**src/rtl/fpu_pkg.sv**
```systemverilog
// Shared FPU definitions: divide/sqrt scheduler state encoding, the funct
// codes for div.s / sqrt.s (also decoded by iu_control), and the default
// issue-to-result latency of the iterative divide/sqrt unit.
package fpu_pkg;

  typedef enum logic [1:0] {
    ST_IDLE = 2'd0,
    ST_RUN  = 2'd1,
    ST_WAIT = 2'd2
  } sched_state_t;

  localparam logic [5:0] FC_DIV_S  = 6'b000011;
  localparam logic [5:0] FC_SQRT_S = 6'b000100;

  localparam int LAT_DEFAULT = 24;

endpackage

```
**src/rtl/fp_lat_cnt.sv**
```systemverilog
// Loadable down-counter used to time the divide/sqrt unit latency.
// Ports:
//   clk, clr   clock, synchronous active-high clear
//   load       load load_val this cycle (wins over dec)
//   dec        decrement by one while value != 0
//   load_val   value to load
//   value      current count
//   zero       value == 0
module fp_lat_cnt #(
  parameter int CW = 8
) (
  input  logic          clk,
  input  logic          clr,
  input  logic          load,
  input  logic          dec,
  input  logic [CW-1:0] load_val,
  output logic [CW-1:0] value,
  output logic          zero
);

  always_ff @(posedge clk) begin
    if (clr)                       value <= '0;
    else if (load)                 value <= load_val;
    else if (dec && value != '0)   value <= value - 1'b1;
  end

  assign zero = (value == '0);

endmodule

```
**src/rtl/fp_divsqrt_sched.sv**
```systemverilog
// Scheduler for the shared iterative FP divide/sqrt unit.
// Issues div.s/sqrt.s from ID, tracks the single pending destination,
// stalls ID on structural/RAW/WAW hazards against it, and merges the
// result onto the FP regfile write port, yielding to the E3 writeback.
// Ports:
//   clk, clr                    clock, synchronous active-high reset
//   id_valid, id_div, id_sqrt   ID instruction qualifiers
//   id_fs, id_ft, id_fd         ID FP register fields
//   id_rfs, id_rft, id_wfd      ID reads fs / reads ft / writes fd
//   pipe_stall                  other ID stall sources (blocks issue)
//   e3w                         E3 writes the FP regfile this cycle
//   unit_result                 divide/sqrt unit output
//   unit_start, unit_op         start pulse and op (0 div, 1 sqrt)
//   stall_div                   stall request to ID
//   busy, pend_rn               unit occupied, pending destination
//   wb_we, wb_rn, wb_data       FP regfile write port (divider side)
module fp_divsqrt_sched
  import fpu_pkg::*;
#(
  parameter int LAT = LAT_DEFAULT,
  parameter int CW  = 8
) (
  input  logic        clk,
  input  logic        clr,
  input  logic        id_valid,
  input  logic        id_div,
  input  logic        id_sqrt,
  input  logic [4:0]  id_fs,
  input  logic [4:0]  id_ft,
  input  logic [4:0]  id_fd,
  input  logic        id_rfs,
  input  logic        id_rft,
  input  logic        id_wfd,
  input  logic        pipe_stall,
  input  logic        e3w,
  input  logic [31:0] unit_result,
  output logic        unit_start,
  output logic        unit_op,
  output logic        stall_div,
  output logic        busy,
  output logic [4:0]  pend_rn,
  output logic        wb_we,
  output logic [4:0]  wb_rn,
  output logic [31:0] wb_data
);

  localparam logic [CW-1:0] LAT_M1 = CW'(LAT - 1);

  sched_state_t state_q;
  logic [31:0]  hold_q;
  logic [CW-1:0] cnt;
  logic         cnt_zero;
  logic         issue;
  logic         is_ds;
  logic         hazard;

  assign is_ds = id_div | id_sqrt;

  // Issue only from IDLE, so a second div/sqrt can never overlap the first.
  assign issue      = id_valid & is_ds & (state_q == ST_IDLE) & ~pipe_stall;
  assign unit_start = issue;
  assign unit_op    = issue & id_sqrt;

  assign busy = (state_q != ST_IDLE);

  // Independent of pipe_stall so the ID stall logic stays loop-free.
  assign hazard = is_ds
                | (id_rfs & (id_fs == pend_rn))
                | (id_rft & (id_ft == pend_rn))
                | (id_wfd & (id_fd == pend_rn));
  assign stall_div = id_valid & busy & hazard;

  fp_lat_cnt #(.CW(CW)) u_cnt (
    .clk      (clk),
    .clr      (clr),
    .load     (issue),
    .dec      (state_q == ST_RUN),
    .load_val (LAT_M1),
    .value    (cnt),
    .zero     (cnt_zero)
  );

  // Write port: E3 always wins; rn/data are forced to 0 when not writing.
  always_comb begin
    wb_we   = 1'b0;
    wb_rn   = '0;
    wb_data = '0;
    case (state_q)
      ST_RUN: if (cnt_zero && !e3w) begin
        wb_we   = 1'b1;
        wb_rn   = pend_rn;
        wb_data = unit_result;
      end
      ST_WAIT: if (!e3w) begin
        wb_we   = 1'b1;
        wb_rn   = pend_rn;
        wb_data = hold_q;
      end
      default: ;
    endcase
  end

  always_ff @(posedge clk) begin
    if (clr) begin
      state_q <= ST_IDLE;
      pend_rn <= '0;
      hold_q  <= '0;
    end else begin
      case (state_q)
        ST_IDLE: if (issue) begin
          state_q <= ST_RUN;
          pend_rn <= id_fd;
        end
        ST_RUN: if (cnt_zero) begin
          if (e3w) begin
            // Unit output is only valid for one cycle; keep it until the port frees.
            hold_q  <= unit_result;
            state_q <= ST_WAIT;
          end else begin
            state_q <= ST_IDLE;
          end
        end
        ST_WAIT: if (!e3w) state_q <= ST_IDLE;
        default: state_q <= ST_IDLE;
      endcase
    end
  end

endmodule

```
**config.mk**
```make
export PLATFORM = sky130hd
export DESIGN_NAME = fp_divsqrt_sched
export DESIGN_NICKNAME = d
export VERILOG_FILES = /design/src/rtl/fpu_pkg.sv /design/src/rtl/fp_lat_cnt.sv /design/src/rtl/fp_divsqrt_sched.sv
export SDC_FILE = /design/constraint.sdc
export NUM_CORES = 1
export LEC_CHECK = 0
export CORE_MARGIN = 1
export CORE_UTILIZATION = 49
export CTS_BUF_LIST = sky130_fd_sc_hd__clkbuf_8
export DETAILED_ROUTE_END_ITERATION = 6
export PLACE_DENSITY = 0.85
export SLEW_MARGIN = 20
export SYNTH_ARGS = -nofsm -noshare
export SYNTH_HDL_FRONTEND = slang
export SYNTH_HIERARCHICAL = 1
export SYNTH_SLANG_ARGS = --single-unit
```
**constraint.sdc**
```tcl
create_clock -name clk -period 4.36 [get_ports clk]
set_input_delay 0.872 -clock clk [delete_from_list [all_inputs] [get_ports clk]]
set_output_delay 0.872 -clock clk [all_outputs]
set_load 0.005 [all_outputs]
```
==> impl_metrics.tcl <==
set metrics [dict create \
    status "finished clean" \
    cts_sinks 47 \
    synth_edf_count 0 \
    row_count 26 \
    peakVddDrop_uv 228.1 \
    cts_tree "yes" \
    design_area_um2 3921 \
    area_growth_pct 44.89 \
    critPathSlowestCell "or4_4" \
    critical_path.most_common_cell "buf_4" \
    p_per_area_nw_per_um2 371.0 \
    min_period_over_period 0.9184 \
    cp_max_fo 22 \
    synthSimpleGateAreaFrac 0.2672 \
    routedWlPerCell_um 13.87 \
    grt.met2_usage 0.4532 \
    n_antenna_cell 0 \
    ys_types 40 \
    clk_latency_ns 0.29 \
    syn_area_um2 2706 \
    worstPathRequired_ns 3.49 \
    combPwrFrac 0.407 \
    clock_power_share 0.226 \
    grt_usage 0.2457 \
    maxCapViolCount 0 \
    gr-max-usage-layer "met2" \
    synth.mux.area_fraction 0.02219 \
    root_buffer "clkbuf_8" \
    netSwitchingFraction 0.3409 \
    fin_setup_tns_ns 0 \
    max_stage_delay_ns 0.59 \
    grt_max_degree 50 \
    synthAdderAreaFrac 0.02774 \
    vias 2781 \
    cts_buffers 5 \
    p_switching_uw 495.9 \
    setup_viol 0 \
    grt_pass1_vias 2678 \
    gr-usage-met3 0.04431 \
    ys_seq_elements 47 \
    die_w_um 76.32 \
    drv_slew 0 \
    internal_power_uw 958.9 \
    path_buf_inv 3 \
    yosysWarnings 6 \
    finalPower_mw 1.455 \
    hp-class "reg -> reg" \
    start_kind "flop" \
    fin_crit_ns 4.004 \
    start_util 0.5200 \
    io-pin-count 104 \
    yosysSeqAreaShare 0.3477 \
    die_area_um2 5824 \
    tightest_slew_ns 0.9203 \
    path_clk_slew_ns 0.08 \
    place.gp.congestion 0.7966 \
    die_y_um 76.32 \
    async_flop_share 0 \
    antenna_left 0 \
    final_layout_size_suffix_gt1_frac 0.06222 \
    port_buffers 103 \
    fin_worst_skew_ns 0.003077 \
    yosys_most_used_dff "dfxtp_1" \
    drc_errors 0 \
    drt-total-wl_mm 7.211 \
    drt_iter0_drc 164 \
    leakagePower_nw 1.334 \
    nets 512 \
    synth_top_family_by_area "simple AND/OR/NAND/NOR gates" \
    synth-compound-area-share 0.2210 \
    rsz0062_at_grt "no" \
    core-area_um2 5205 \
    cp-end-kind "primary output" \
    htreeDepth 2 \
    fillers 396 \
    synth-xor-area-share 0.05825 \
    fmax_mhz 249.7 \
    viasPerCell 5.348 \
    crit_chain "or4_4 > nor4_2 > nand2_1 > nor2_2 > buf_4 > buf_4 > a22oi_1 > nor2b_1 > clkdlybuf4s50_1" \
    dr.pass1.iters 5 \
    place_area_um2 3797 \
    avgSynthCellArea_um2 7.732 \
    hpwl_mm 5.046 \
    path_delay_family "simple AND/OR/NAND/NOR gates" \
    holdWs_ns 0.4594 \
    seqPwrFrac 0.367 \
    grt_antenna_before_repair 0 \
    path_class "reg -> out" \
    max-slew-margin-rel 0.3864 \
    met1_usage 0.2945 \
    grt_pass1_wl_mm 11.96 \
    final_cells 520 \
    clockBufferDepth 2 \
    dpl.cell_count 512 \
    synth_cells 350 \
    hold_violations 0 \
    critPathArrivalTime_ns 3.13 \
    overflow 0 \
]
-- metal layers --
layer / vias up / wire [µm]
met3: 8 / 346
li1: 1390 / -
met5: - / 0
met2: 83 / 3690
met4: 0 / 74
met1: 1300 / 3100
-- flip-flops by register name, indices dropped and copies added, names as in the netlist --
signal / flops
hold_q: 32
u_cnt/value: 8
pend_rn: 5
state_q: 2
-- cells by family (layout without fill, tap and decap cells) --
kind of cell / count (synthesis) / count (layout)
DFF: 47 / 47
and+or+nand+nor: 145 / 145
AOI/OAI and AO/OA: 91 / 91
xor gates and xnor gates: 18 / 18
other: 2 / 8
muxes: 6 / 6
adders and majority gates: 6 / 6
buffers and inverters: 35 / 129
-- tightest hold or removal path: cells and delay by family, from the launching register on --
kind,cells,cell delay [ns]
and+or+nand+nor,1,0.05
DFF,1,0.32
AOI/OAI and AO/OA,1,0.05
-- cells in the mapped netlist, drive strengths merged, types with 2 or more instances --
cell type  instances  area (µm²)
a211oi             2       20.02
a21oi             39       195.2
a22oi             32       240.2
a311oi             4       35.03
and2               6       38.79
buf               11       53.80
clkbuf            13       48.80
conb               2       7.510
dfxtp             47       940.9
ha                 6       75.07
inv               10       37.54
mux2i              6       60.06
nand2             68       255.2
nand3              4       20.02
nor2              13       48.80
nor2b             33       206.5
nor3b              3       22.52
nor4               4       25.02
o21a               4       30.03
o21ai              7       35.03
or3                3       21.27
or4                5       43.79
xnor2              6       52.55
xor2              12       105.1
-- power by group through the flow --
| stage | registers, mW | logic [mW] | clock network, mW |
|---|---|---|---|
| after floorplan | 0.530 | 0.403 | 0 |
| after global placement | 0.540 | 0.565 | 0 |
| after detailed placement | 0.542 | 0.581 | 0 |
| after CTS | 0.532 | 0.586 | 0.332 |
| after global routing | 0.543 | 0.646 | 0.353 |
| final | 0.533 | 0.593 | 0.329 |
-- path summary, 6_finish.rpt --
path | start | slack (ns) | cells after the start | endpoint
setup / recovery | u_cnt/value[2]$_SDFFE_PP0P_ | 0.36 | 9 | wb_data[30]
hold / removal | hold_q[1]$_SDFFE_PP0P_ | 0.46 | 2 | hold_q[1]$_SDFFE_PP0P_
hold reg to reg | hold_q[1]$_SDFFE_PP0P_ | 0.46 | 2 | hold_q[1]$_SDFFE_PP0P_
setup reg to reg | state_q[0]$_SDFFE_PP0P_ | 2.01 | 8 | u_cnt/value[1]$_SDFFE_PP0P_
-- stage by stage --
| step | util | setup WS (ns) |
|---|---|---|
| after CTS | 0.7522 | 0.1861 |
| after global placement | 0.7296 | 0.6001 |
| after detailed placement | 0.7296 | 0.5516 |
| after global routing | 0.7534 | 0.2110 |
| final | 0.7534 | 0.3556 |
| after floorplan | - | 1.443 |
-- what timing repair did --
action | in CTS | in global routing
endpoints found under the setup margin | 0 | 2
setup buffers | 0 | 0
hold buffers | 0 | 0
gates resized for setup | 0 | 1
-- cells in the final DEF (no fill, tap or decap), types with 2 or more instances in the layout --
master           count
nor4_1               3
a22oi_1             32
clkbuf_8             6
o21a_1               4
o21ai_0              7
and2_1               5
clkdlybuf4s50_1    102
conb_1               8
nor2_1              12
mux2i_1              6
nor3b_1              3
or3_2                2
xor2_1              12
buf_4                7
inv_1               10
ha_1                 6
or4_1                2
xnor2_1              6
nand3_1              4
nand2_1             68
or4_2                2
dfxtp_1             47
nor2b_1             32
a311oi_1             4
a21oi_1             39
-- cell type report --
type | instances | area [µm²] | share of cell area
multi-input combinational | 274 | 1655 | 0.4221
timing repair buffer | 110 | 1079 | 0.2750
sequential | 47 | 940.9 | 0.2399
tap | 70 | 87.58 | 0.02234
clock buffer | 6 | 82.58 | 0.02106
inverter | 11 | 41.29 | 0.01053
clock inverter | 2 | 35.03 | 0.008934
(Power assumes the default switching activity.)
